[config.mk]
export PLATFORM = sky130hd
export DESIGN_NAME = conv3x3_mac
export DESIGN_NICKNAME = d
export VERILOG_FILES = /design/src/rtl/conv3x3_mac.sv
export SDC_FILE = /design/constraint.sdc
export NUM_CORES = 2
export LEC_CHECK = 0
export BUFFER_PORTS_ARGS = -buffer_cell sky130_fd_sc_hd__buf_4
export CAP_MARGIN = 15
export CORE_UTILIZATION = 66
export CTS_CLUSTER_SIZE = 20
export DETAILED_ROUTE_END_ITERATION = 6
export PLACE_DENSITY = 0.89
export SYNTH_ARGS = -nofsm -noshare
export SYNTH_HDL_FRONTEND = slang
export SYNTH_SLANG_ARGS = --single-unit
[constraint.sdc]
create_clock -name clk -period 26.1 [get_ports clk]
set_clock_uncertainty 0.2 [all_clocks]
set_input_delay 2.61 -clock clk [delete_from_list [all_inputs] [get_ports clk]]
set_output_delay 2.61 -clock clk [all_outputs]
set_load 0.05 [all_outputs]
[src/rtl/conv3x3_mac.sv]
// 3x3 convolution engine: nine signed taps, bias, round/shift/clamp to an unsigned pixel.
// Four register levels (products, row sums, accumulator, output) under one global advance.
module conv3x3_mac #(
   parameter int PIX_W  = 8,
   parameter int COEF_W = 8,
   parameter int ACC_W  = 20,
   parameter int SHIFT  = 4
) (
   input  logic                 clk,
   input  logic                 reset,
   input  logic [9*PIX_W-1:0]   window_data,
   input  logic                 window_valid,
   output logic                 window_ready,
   input  logic                 coef_wr,
   input  logic [3:0]           coef_addr,
   input  logic [COEF_W-1:0]    coef_data,
   output logic [PIX_W-1:0]     result_data,
   output logic                 result_valid,
   input  logic                 result_ready,
   input  logic                 clear_count,
   output logic [15:0]          result_count
);
   localparam int PROD_W = PIX_W + 1 + COEF_W;
   localparam logic signed [ACC_W-1:0] RND     = ACC_W'((1 << SHIFT) >> 1);
   localparam logic signed [ACC_W-1:0] PIX_MAX = ACC_W'((1 << PIX_W) - 1);
   localparam logic [COEF_W-1:0]       UNITY   = COEF_W'(1 << SHIFT);

   logic [9*COEF_W-1:0]       coef_q;
   logic signed [COEF_W-1:0]  bias_q;
   logic                      adv;
   logic                      s1_valid_q, s2_valid_q, s3_valid_q, result_valid_q;
   logic [9*PROD_W-1:0]       prod_d, prod_q;
   logic [3*ACC_W-1:0]        row_d, row_q;
   logic signed [ACC_W-1:0]   acc_d, acc_q, round_d;
   logic [PIX_W-1:0]          clamp_d, result_data_q;
   logic [15:0]               count_d, count_q;

   // Every stage moves together; a held output freezes the whole pipe.
   assign adv          = ~result_valid_q | result_ready;
   assign window_ready = adv;
   assign result_valid = result_valid_q;
   assign result_data  = result_data_q;
   assign result_count = count_q;

   always_ff @(posedge clk or posedge reset) begin
      if (reset) begin
         coef_q                           <= '0;
         coef_q[4*COEF_W +: COEF_W]       <= UNITY;
         bias_q                           <= '0;
      end else if (coef_wr) begin
         for (int k = 0; k < 9; k++) begin
            if (coef_addr == 4'(k)) coef_q[k*COEF_W +: COEF_W] <= coef_data;
         end
         if (coef_addr == 4'd9) bias_q <= coef_data;
      end
   end

   genvar gi;
   generate
      for (gi = 0; gi < 9; gi++) begin : g_prod
         assign prod_d[gi*PROD_W +: PROD_W] =
            PROD_W'($signed({1'b0, window_data[gi*PIX_W +: PIX_W]})) *
            PROD_W'($signed(coef_q[gi*COEF_W +: COEF_W]));
      end
      for (gi = 0; gi < 3; gi++) begin : g_row
         assign row_d[gi*ACC_W +: ACC_W] =
            ACC_W'($signed(prod_q[(3*gi)*PROD_W   +: PROD_W])) +
            ACC_W'($signed(prod_q[(3*gi+1)*PROD_W +: PROD_W])) +
            ACC_W'($signed(prod_q[(3*gi+2)*PROD_W +: PROD_W]));
      end
   endgenerate

   // Bias joins at the accumulator, so it is sampled late relative to the taps.
   assign acc_d   = $signed(row_q[0 +: ACC_W]) + $signed(row_q[ACC_W +: ACC_W]) +
                    $signed(row_q[2*ACC_W +: ACC_W]) + ACC_W'(bias_q);
   assign round_d = (acc_q + RND) >>> SHIFT;

   always_comb begin
      clamp_d = round_d[PIX_W-1:0];
      if (round_d[ACC_W-1])       clamp_d = '0;
      else if (round_d > PIX_MAX) clamp_d = '1;
   end

   always_ff @(posedge clk or posedge reset) begin
      if (reset) begin
         s1_valid_q     <= 1'b0;
         s2_valid_q     <= 1'b0;
         s3_valid_q     <= 1'b0;
         result_valid_q <= 1'b0;
         prod_q         <= '0;
         row_q          <= '0;
         acc_q          <= '0;
         result_data_q  <= '0;
      end else if (adv) begin
         s1_valid_q     <= window_valid;
         prod_q         <= prod_d;
         s2_valid_q     <= s1_valid_q;
         row_q          <= row_d;
         s3_valid_q     <= s2_valid_q;
         acc_q          <= acc_d;
         result_valid_q <= s3_valid_q;
         if (s3_valid_q) result_data_q <= clamp_d;
      end
   end

   always_comb begin
      count_d = count_q;
      if (clear_count)                        count_d = '0;
      else if (result_valid_q && result_ready) count_d = count_q + 16'd1;
   end

   always_ff @(posedge clk or posedge reset) begin
      if (reset) count_q <= '0;
      else       count_q <= count_d;
   end
endmodule

# Word level (Yosys, flattened, before mapping)
# Index checks and enable logic that the tools add are counted.
[totals]
reg_bits = 341
in_bits = 90
[op_classes]
n_lt_le_gt_ge = 1
mul = 9
addsub = 11
n_eq_ne = 9
muxes = 4
n_reduce_logical = 14
n_bitwise = 2
[ops]
columns = ["op", "n"]
rows = [
  ["$mul A9 B8 Y17", 9],
  ["$add A18 B17 Y19", 3],
  ["$add A17 B17 Y18", 3],
  ["$add A20 B20 Y20", 2],
  ["$mux W16", 2],
  ["$reduce_and A2 Y1", 11],
  ["$add A20 B5 Y20 const B", 1],
  ["$add A20 B8 Y20", 1],
  ["$add A16 B1 Y16 const B", 1],
  ["$eq A4 B3 Y1 const B", 4],
  ["$gt A16 B9 Y1 const B", 1],
  ["$mux W8", 2],
  ["$eq A4 B2 Y1 const B", 2],
  ["$eq A4 B4 Y1 const B", 2],
  ["$eq A4 B1 Y1 const B", 1],
  ["$logic_not A4 Y1", 1],
  ["$reduce_bool A2 Y1", 1],
  ["$logic_and A1 B1 Y1", 1],
  ["$not A1 Y1", 1],
  ["$or A1 B1 Y1", 1],
]

# Depth between registers and ports, before layout
[logic_depth]
depth_word = 4
mapped_depth = 20

# Worst setup path after synthesis
# No wires, ideal clock.
[synth_timing]
path_kind = "input -> register"
from = "in window_data[24]"
to = "reg prod_q[67]"
path_stages = 16
t_required_ps = 25763
setup_time_ps = 137
arrival_time_ps = 6379
n_path_buf = 0
path_slack_ps = 19384
cell_sequence = "nand2b_1 fa_1 fa_1 inv_1 fa_1 inv_1 fa_1 inv_1 ha_1 a21oi_1 o21bai_1 a31oi_1 o21ai_0 o41ai_1 xnor2_1 a21oi_1"
[synth_via]
elab_chain_len = 1
[synth_rtl]
columns = ["element", "line_no", "text"]
rows = [
  ["start: declaration", "11", "input logic [9*PIX_W-1:0] window_data,"],
  ["$mul A9 B8 Y17", "62", "PROD_W'($signed({1'b0, window_data[gi*PIX_W +: PIX_W]})) *"],
  ["end signal: assignment", "96", "prod_q <= prod_d;"],
  ["end: declaration", "32", "logic [9*PROD_W-1:0] prod_d, prod_q;"],
]
# Every way passes these cells.
# A chain may end at the register's enable or synchronous reset.

# Worst setup path after layout
[layout_timing]
from = "in result_ready"
to = "out window_ready"
[layout_via]
elab_chain_len = 1
[layout_rtl]
columns = ["element", "line_no", "text"]
rows = [
  ["start: declaration", "19", "input logic result_ready,"],
  ["$or A1 B1 Y1", "39", "assign adv = ~result_valid_q | result_ready;"],
  ["end: declaration", "13", "output logic window_ready,"],
]
# Every way passes these cells.

==> impl_results.md <==
* Post-synth EDFFs at 0
* Critical path class: input pin to primary output
* Worst Path Buf+Inv at 4
* Layout net count at 4,916
* Layout area overhead at 7.91%
* Seq. cell area at 8380 sq um
* Cts bufs inserted at 40
* Die Span X at 237 microns
* Detailed Route Iter0 Violations at 1,949
* Largest cells by area after synthesis: fa_1, dfrtp_1, ha_1
* Fill count at 3,637
* DR WL met3 at 6.42 mm
* DP Area at 38,100 sq um
* Initial antenna violation count at 2
* Synth Area per Inst at 9.48 sq um
* Vias in the first global route at 28,600
* Clock Tree Buf Depth at 3
* Max Cap Violations at 0
* Worst skew pair latency at 570 ps
* Fin cells at 4,673
* First-pass GRT wire length at 143 mm
* CORE AREA at 54,200 sq um
* Worst Path Required at 23,290 ps
* H-tree Lvls at 2
* Worst-path fanout max at 127
* Syn Nets at 4,826
* Drt drc at 0
* Crit path max-delay family: buffers and inverters
* Placed Cells at 4,598
* Hold WC Path Type: register to register
* Fmax achieved at 139 MHz
* Root buffer cell: clkbuf_16
* Postcts setup bufs at 0
* Slew HR at 18.7%
* Boundary Pins at 116
* RSZ-0062 raised after global routing: no
* Largest net degree at the start of global routing at 130
* Finished Cell Area at 39,400 sq um
* Metal-1 WL at 34.9 mm
* Fraction of layout cells with a size suffix above 1 at 7.42%
* Max-slew violations at 0
* Final WL at 85.5 mm
* Uppermost layer routed: met5
* Yosys top cell by area: fa_1
* Synth unique cells at 67
* Final hold vios at 0
* Top cell type's share of synthesized area at 23.2%
* Status: completed
* Max incr delay on CP at 750 ps
* Setup ws final at 18,910 ps
* Port bufs at 115
* Die height at 237 microns
* Area of the multi-input gates at 25,700 sq um
* Post-layout min period at 7190 ps
* DP Worst Slack at 18,900 ps
* Sequential element share of the synthesized area at 22.9%
* Async S/R FF share, synth at 100%
* CP dominant cell by count: buf_4
* Post-CTS Hold Buffers at 0
* CTS tree: yes
* GRT overflow at 0
* Initial Util at 67.4%
* Via density at 5.86
* Num rows at 85
* Final period utilization at 27.6%
* Setup TNS at 0 ps
* Routed Antenna Nets at 0
* CTS-repair resized insts at 0
* Routed vias at 27,400
* Slew @ Worst Pin at 1220 ps
* Setup violators final at 0
* Synth Flop Type: dfrtp_1
* Synthesized instance count at 3,855
* DRT Pass-1 Iters at 6
* WL met2 at 40.6 mm
* Total GRT Usage at 31.9%
* Clk sinks at 335
* Number of synthesized register bits at 335
* Worst EP arrival at 4380 ps
* Crit path cell chain: buf_4, nor2b_4, buf_4, inv_8, buf_4
* Mapped cell area at 36,500 sq um
* RePlAce Congestion at 0.916
* Die area at 56,300 sq um
* Setup crit end kind: primary output
* DP HPWL at 64.9 mm
* Worst setup SP type: input pin
* Routed len/inst at 18.3 microns
* Clock slew at reported path FFs at 60 ps
* Ys Warns at 0
* Slowest CP cell: buf_4
[Yosys cell counts, drive strengths merged, types with 10 or more instances]
library cell and count:
a211oi 10, a21o 33, a21oi 218, a31o 12, and2 362, and3 13, buf 10, clkbuf 65
dfrtp 334, fa 424, ha 457, inv 566, mux2 73, nand2 400, nand2b 58, nand3 55
nand3b 11, nand4 13, nor2 222, nor2b 16, nor3 46, o211ai 13, o21a 17, o21ai 118
o21bai 10, o31ai 24, or3 30, xnor2 82, xor2 81
[per-layer routing]
metal  vias up  track usage [%]
li1      12600                -
met2       949             53.0
met3       211             5.74
met1     13600             41.7
met5         -                0
met4         2             12.4
[path summary, 6_finish.rpt]
check	from	to	slack, ps	cells past startpoint
min in group asynchronous	reset	coef_q[37]	1980	2
setup / recovery	result_ready	window_ready	18910	5
max in group asynchronous	reset	coef_q[23]	20510	5
hold / removal	s1_valid_q	s1_valid_q	280	2
hold reg to reg	s1_valid_q	s1_valid_q	280	2
setup reg to reg	coef_q[55]	prod_q[118]	21120	15
[metrics by stage]
| stage | hold WS, ps | utilization (%) |
|---|---|---|
| finish | 282 | 72.7 |
| global route | 310 | 72.7 |
| CTS | 285 | 72.7 |
| detailed placement | 270 | 70.2 |
| global placement | 259 | 70.2 |
| floorplan | 239 | - |
[area by class of cell]
type | count | share of cell area (%)
diodes | 1 | 0.00635
repair buffers | 123 | 2.35
multi-input cells | 2877 | 65.3
clock buffers | 57 | 3.04
flip-flops and latches | 335 | 21.3
clock inverters | 16 | 0.425
well taps | 696 | 2.21
inverters | 568 | 5.44
[cell families (layout without fill, tap and decap cells)]
| family | Yosys count | after routing | share of synthesized area (%) |
|---|---|---|---|
| flops | 335 | 335 | 22.9 |
| xor+xnor | 163 | 163 | 3.91 |
| compound gates | 509 | 509 | 8.37 |
| fa+ha+maj | 881 | 881 | 38.9 |
| simple gates | 1251 | 1251 | 17.0 |
| other cells | 0 | 1 | 0 |
| mux | 73 | 73 | 2.25 |
| buf+inv | 643 | 764 | 6.65 |
[flip-flops by register name, summed over array words and instances, names as in the netlist]
name / cells
prod_q: 153
s3_valid_q: 1
result_valid: 1
coef_q: 72
result_count: 16
row_q: 57
acc_q: 17
s2_valid_q: 1
result_data: 8
s1_valid_q: 1
bias_q: 8
[cell usage in the layout (no fill, tap or decap), drive strengths merged, types with 82 or more instances in the layout]
| cell type | instances |
|---|---|
| ha | 457 |
| a21oi | 218 |
| dfrtp | 334 |
| fa | 424 |
| nand2 | 400 |
| buf | 123 |
| o21ai | 118 |
| inv | 568 |
| nor2 | 222 |
| and2 | 362 |
| xnor2 | 82 |
[worst reg2reg max path, delay by kind of cell (launching register included)]
family	cells	cell delay [ps]
DFF	1	410
AOI/OAI and AO/OA	3	710
adders and majority gates	5	2440
and+or+nand+nor	3	690
buffers and inverters	4	450
Power is not shown: default switching activity piles up to over one toggle a cycle in this logic, so the estimate is an artifact.
